File: src/rtl/wb_bus_arbiter.sv
`timescale 1ns/1ps
// Two-master round-robin Wishbone arbiter in front of the user-project address decoder,
// with a per-transfer ack watchdog that turns a hung slave into an error pulse.
module wb_bus_arbiter #(
    parameter int TIMEOUT = 255,
    parameter int TO_W    = 8
) (
    input  logic            wb_clk_i,
    input  logic            wb_rst_n_i,
    input  logic            m0_cyc_i,
    input  logic            m0_stb_i,
    input  logic            m0_we_i,
    input  logic [3:0]      m0_sel_i,
    input  logic [31:0]     m0_adr_i,
    input  logic [31:0]     m0_dat_i,
    output logic            m0_ack_o,
    output logic            m0_err_o,
    input  logic            m1_cyc_i,
    input  logic            m1_stb_i,
    input  logic            m1_we_i,
    input  logic [3:0]      m1_sel_i,
    input  logic [31:0]     m1_adr_i,
    input  logic [31:0]     m1_dat_i,
    output logic            m1_ack_o,
    output logic            m1_err_o,
    output logic [31:0]     m_dat_o,
    output logic            s_cyc_o,
    output logic            s_stb_o,
    output logic            s_we_o,
    output logic [3:0]      s_sel_o,
    output logic [31:0]     s_adr_o,
    output logic [31:0]     s_dat_o,
    input  logic            s_ack_i,
    input  logic [31:0]     s_dat_i,
    output logic [1:0]      gnt_o,
    output logic [TO_W-1:0] to_count_o
);

    typedef enum logic [1:0] {
        ST_IDLE = 2'd0,
        ST_BUSY = 2'd1,
        ST_ERR  = 2'd2
    } state_t;

    localparam logic [TO_W-1:0] WD_LAST = TO_W'(TIMEOUT - 1);
    localparam logic [TO_W-1:0] CNT_MAX = {TO_W{1'b1}};

    state_t          r_state;
    state_t          w_state_next;
    logic            r_owner;
    logic            w_owner_next;
    logic            r_last;
    logic            w_last_next;
    logic [TO_W-1:0] r_wd;
    logic [TO_W-1:0] w_wd_next;
    logic [TO_W-1:0] r_to_count;
    logic [TO_W-1:0] w_to_count_next;

    logic [1:0]      w_cyc;
    logic [1:0]      w_stb;
    logic [1:0]      w_we;
    logic [1:0]      w_req;
    logic [1:0]      w_ack;
    logic [1:0]      w_err;
    logic [3:0]      w_sel [2];
    logic [31:0]     w_adr [2];
    logic [31:0]     w_dat [2];

    logic            w_busy;
    logic            w_in_err;
    logic            w_own_cyc;
    logic            w_own_stb;
    logic            w_stall;
    logic            w_winner;

    assign w_cyc    = {m1_cyc_i, m0_cyc_i};
    assign w_stb    = {m1_stb_i, m0_stb_i};
    assign w_we     = {m1_we_i,  m0_we_i};
    assign w_sel[0] = m0_sel_i;
    assign w_sel[1] = m1_sel_i;
    assign w_adr[0] = m0_adr_i;
    assign w_adr[1] = m1_adr_i;
    assign w_dat[0] = m0_dat_i;
    assign w_dat[1] = m1_dat_i;

    assign w_busy    = (r_state == ST_BUSY);
    assign w_in_err  = (r_state == ST_ERR);
    assign w_own_cyc = w_cyc[r_owner];
    assign w_own_stb = w_busy & w_stb[r_owner];
    assign w_stall   = w_own_stb & ~s_ack_i;

    // On a tie the master that did not win the previous contest goes first.
    assign w_winner = (w_req == 2'b11) ? ~r_last : w_req[1];

    genvar gi;
    generate
        for (gi = 0; gi < 2; gi++) begin : g_master
            localparam logic IDX = 1'(gi);
            assign w_req[gi] = w_cyc[gi] & w_stb[gi];
            assign w_ack[gi] = w_busy & (r_owner == IDX) & s_ack_i;
            assign w_err[gi] = w_in_err & (r_owner == IDX);
        end
    endgenerate

    assign m0_ack_o = w_ack[0];
    assign m1_ack_o = w_ack[1];
    assign m0_err_o = w_err[0];
    assign m1_err_o = w_err[1];

    // Owner's bus passes straight through; outside BUSY the decoder sees an idle bus.
    always_comb begin : p_slave_mux
        s_cyc_o = 1'b0;
        s_stb_o = 1'b0;
        s_we_o  = 1'b0;
        s_sel_o = 4'd0;
        s_adr_o = 32'd0;
        s_dat_o = 32'd0;
        if (w_busy) begin
            s_cyc_o = w_own_cyc;
            s_stb_o = w_own_stb;
            s_we_o  = w_we[r_owner];
            s_sel_o = w_sel[r_owner];
            s_adr_o = w_adr[r_owner];
            s_dat_o = w_dat[r_owner];
        end
    end

    assign m_dat_o    = (w_busy & s_ack_i) ? s_dat_i : 32'd0;
    assign gnt_o      = (w_busy | w_in_err) ? {r_owner, ~r_owner} : 2'b00;
    assign to_count_o = r_to_count;

    always_comb begin : p_next
        w_state_next    = r_state;
        w_owner_next    = r_owner;
        w_last_next     = r_last;
        w_wd_next       = r_wd;
        w_to_count_next = r_to_count;
        case (r_state)
            ST_IDLE: begin
                w_wd_next = '0;
                if (|w_req) begin
                    w_owner_next = w_winner;
                    w_last_next  = w_winner;
                    w_state_next = ST_BUSY;
                end
            end
            ST_BUSY: begin
                if (!w_own_cyc) begin
                    w_wd_next    = '0;
                    w_state_next = ST_IDLE;
                end else if (w_stall) begin
                    // A stall on the last allowed cycle expires; an ack in that cycle wins.
                    if (r_wd == WD_LAST) begin
                        w_wd_next    = '0;
                        w_state_next = ST_ERR;
                    end else begin
                        w_wd_next = r_wd + 1'b1;
                    end
                end else begin
                    w_wd_next = '0;
                end
            end
            ST_ERR: begin
                w_wd_next = '0;
                if (r_to_count != CNT_MAX) begin
                    w_to_count_next = r_to_count + 1'b1;
                end
                w_state_next = w_own_cyc ? ST_BUSY : ST_IDLE;
            end
            default: begin
                w_wd_next    = '0;
                w_state_next = ST_IDLE;
            end
        endcase
    end

    always_ff @(posedge wb_clk_i or negedge wb_rst_n_i) begin : p_regs
        if (!wb_rst_n_i) begin
            r_state    <= ST_IDLE;
            r_owner    <= 1'b0;
            r_last     <= 1'b1;
            r_wd       <= '0;
            r_to_count <= '0;
        end else begin
            r_state    <= w_state_next;
            r_owner    <= w_owner_next;
            r_last     <= w_last_next;
            r_wd       <= w_wd_next;
            r_to_count <= w_to_count_next;
        end
    end

endmodule

File: config.mk
export PLATFORM = sky130hd
export DESIGN_NAME = wb_bus_arbiter
export DESIGN_NICKNAME = d
export VERILOG_FILES = /design/src/rtl/wb_bus_arbiter.sv
export SDC_FILE = /design/constraint.sdc
export NUM_CORES = 1
export LEC_CHECK = 0
export ABC_CLOCK_PERIOD_IN_PS = 1900
export BUFFER_PORTS_ARGS = -buffer_cell sky130_fd_sc_hd__buf_2
export CORE_AREA = 2 2 114 116
export CTS_CLUSTER_SIZE = 10
export DETAILED_ROUTE_END_ITERATION = 10
export DIE_AREA = 0 0 116 118
export HOLD_SLACK_MARGIN = 0.15
export PLACE_DENSITY = 0.66
export SYNTH_ARGS = -nofsm -noshare
export SYNTH_HDL_FRONTEND = slang
export SYNTH_SLANG_ARGS = --single-unit
File: constraint.sdc
create_clock -name wb_clk_i -period 1.9 [get_ports wb_clk_i]
set_input_delay 0.38 -clock wb_clk_i [delete_from_list [all_inputs] [get_ports wb_clk_i]]
set_output_delay 0.38 -clock wb_clk_i [all_outputs]
set_load 0.005 [all_outputs]
==> out/qor.csv <==
metric,value,unit
fin_skew,0.001253,ns
min_period_over_period,0.9986,
drv.max_cap_violation_count,0,
dp_worst_setup_slack,0.04044,ns
overflow,0,
dr.pass1.iters,5,
cts_tree,yes,
synth_flop_cell,dfrtp_1,
globalRouteTotalUtil,0.1400,
endpoint_kind,flip-flop,
drt-wirelength-per-cell,15.42,microns
routedLengthMet1,5.386,mm
final_cell_count_no_fill,772,
synth-seq-area-share,0.2005,
worst_slew_pin_tran,0.4625,ns
signed_area_change_from_the_synthesized_netlist_to_the_final_layout,86.30,%
post-route-worst-setup-slack,0.002607,ns
diodes,0,
layout.nets,785,
grt_pass1_wl,15.32,mm
cts_buf_count,3,
setup_total_negative_slack,0,ns
clk_latency,0.25,ns
clock_tree.root_cell,clkbuf_16,
worst_hold_path_type,input port to flip-flop,
nFillCells,1317,
yosys_warnings,0,
final-max-slew-violation-count,0,
drt.antenna.violating_nets,0,
initial_core_util,0.2016,
sequential_cell_area,505.5,sq um
hold_vio_cnt_final,0,
floorplan.die_area,13690,sq um
dp.cells,754,
synth_async_sr_flop_share,1.000,
max_fo_critical_path,5,
route.detailed.vias_per_inst,4.271,
run_status,"complete, no violations",
route.detailed.drc,0,
grt_setup_unrepaired,true,
wirelength,11.91,mm
kind_of_critical_path,flip-flop to flip-flop,
cells_after_synthesis,303,
worst_r2r_setup_slack,0.003,ns
first_global_vias,2945,
netlist_area,2502,sq um
setup_violations,0,
cp.required,2.03,ns
detailroute.via_count,3297,
top_signal_layer_used,met4,
clkSlewWorstSetupHoldPaths,0.05,ns
slew-limit-headroom,0.6875,
detailedPlacementHpwl,8.845,mm
leakage,2.752,nW
ir_drop,0.4140,mV
netlist-cell-type-count,34,
detailroute.wirelength.met2,5.614,mm
die_height,118,microns
dieWidth,116,microns
drive_gt1_frac,0.5683,
initial_antenna_violation_count,0,
portBuffers,293,
pin_count_of_the_biggest_net_entering_global_routing,67,
fp-row-count,41,
fin_crit,1.897,ns
num_io_pins,294,
clock_tree.buffer_depth,2,
initialDrtViolationCount,141,
htree_levels,1,
synth.ff_latch_count,20,
fmax,527.0,MHz
dr_wl_met3,808,microns
area_of_the_core_region,12410,sq um
power-per-cell-area,1097,nW/um^2
synth_nets,487,
synthesized_area_per_cell,8.259,sq um
place.gp.congestion,0.7940,
cp.arrival,2.03,ns
synth-edff-count,0,
multi_input_area,1981,sq um
clock_sink_count,20,
startpoint_type,flip-flop,
worst max-delay path: stages, from the launching register on:
cell and delay, ns:
dfrtp_4 0.56, mux2i_2 0.20, or4_1 0.48, a32o_1 0.25, mux2_4 0.30
worst paths after layout:
check / start / to / cells after the start
setup / recovery: r_owner / r_state[0] / 4
hold / removal: m1_cyc_i / r_last / 3
setup reg to reg: r_owner / r_state[0] / 4
hold reg to reg: r_last / r_last / 2
max in group asynchronous: wb_rst_n_i / r_owner / 2
min in group asynchronous: wb_rst_n_i / to_count_o[3] / 2
per-layer routing:
metal  track usage  vias to the layer above
met2        0.2456                      139
met1        0.1863                     1512
li1              -                     1638
met5             0                        -
met4       0.02455                        0
met3       0.01390                        8
flip-flops by register name (all words and copies together), names as in the netlist:
signal	flops
r_last	1
r_state	2
r_wd	8
to_count_o	8
r_owner	1
power by group:
part	switching, mW	leakage [nW]	internal (mW)
registers	0.0764	0.270	0.478
clock network	0.149	0.0382	0.285
logic	1.83	2.44	2.29
cell usage in the layout, fill, tap and decap left out, types with 2 or more instances in the layout:
master,synthesis,final
ha_1,7,6
inv_1,5,4
mux2i_4,0,3
buf_4,0,5
buf_6,0,5
nor2b_2,0,3
nor2b_4,0,2
xnor2_1,5,5
mux2i_1,70,64
mux2_2,2,3
nor2_1,18,18
clkbuf_16,0,7
and2_1,3,2
mux2i_2,0,3
nand3_1,8,8
nand2_1,8,7
a32o_1,2,2
dfrtp_1,19,18
nand2b_1,2,2
nor2b_1,72,67
buf_12,0,5
and3_1,33,33
o21ai_0,2,2
nand4_1,2,2
buf_16,0,3
buf_2,6,292
xor2_1,4,4
a31oi_1,2,2
a21oi_1,4,4
synth_stat cells (all sizes together), types with 2 or more instances:
library cell / count / area share
nand2b: 2 / 0.0050
and2: 3 / 0.0075
buf: 8 / 0.015
a21oi: 4 / 0.0080
nand4: 3 / 0.010
nor2b: 72 / 0.18
inv: 5 / 0.0075
a31oi: 2 / 0.0050
o21ai: 3 / 0.0060
and3: 33 / 0.083
ha: 7 / 0.035
clkbuf: 15 / 0.022
nand3: 8 / 0.016
xor2: 4 / 0.014
mux2i: 70 / 0.28
nand2: 8 / 0.012
xnor2: 5 / 0.017
nor2: 18 / 0.027
mux2: 4 / 0.019
dfrtp: 19 / 0.19
a32o: 2 / 0.0080
kinds of logic (layout without fill, tap and decap cells):
| logic type | after synthesis | after routing | share of synthesized area |
|---|---|---|---|
| buffers and inverters | 28 | 325 | 0.04500 |
| AND/OR/NAND/NOR | 151 | 151 | 0.3525 |
| multiplexers | 74 | 74 | 0.2995 |
| flip-flops | 20 | 20 | 0.2005 |
| XOR/XNOR | 9 | 9 | 0.03150 |
| adder cells (fa/ha/maj) | 7 | 7 | 0.03500 |
| AO/OA/AOI/OAI | 14 | 14 | 0.03600 |
cell type report:
| class | count | share of cell area |
|---|---|---|
| Timing Repair Buffer | 316 | 0.3996 |
| Clock buffer | 4 | 0.01691 |
| Inverter | 5 | 0.004026 |
| Sequential cell | 20 | 0.1084 |
| Tap cell | 172 | 0.04616 |
| Multi-Input combinational cell | 255 | 0.4249 |
metrics by stage:
step	utilization	hold WS, ns	total power [mW]	instance area [sq um]
global route	0.3755	0.4641	5.432	4662
CTS	0.3512	0.4352	4.456	4360
detailed placement	0.3394	0.3531	3.836	4214
floorplan	-	0.08441	2.447	2502
global placement	0.3394	0.3549	3.842	4214
finish	0.3755	0.4365	5.114	4662
what timing repair did:
action                                 in CTS  in global routing
endpoints found under the hold margin      19                  0
pin swaps                                   0                  0
resized for setup                           5                 26
gates cloned                                1                  9
setup endpoints to repair                  98                105
buffers inserted                            0                  3
hold buffers                                1                  0
No activity file was read; power rests on OpenSTA's default activity.
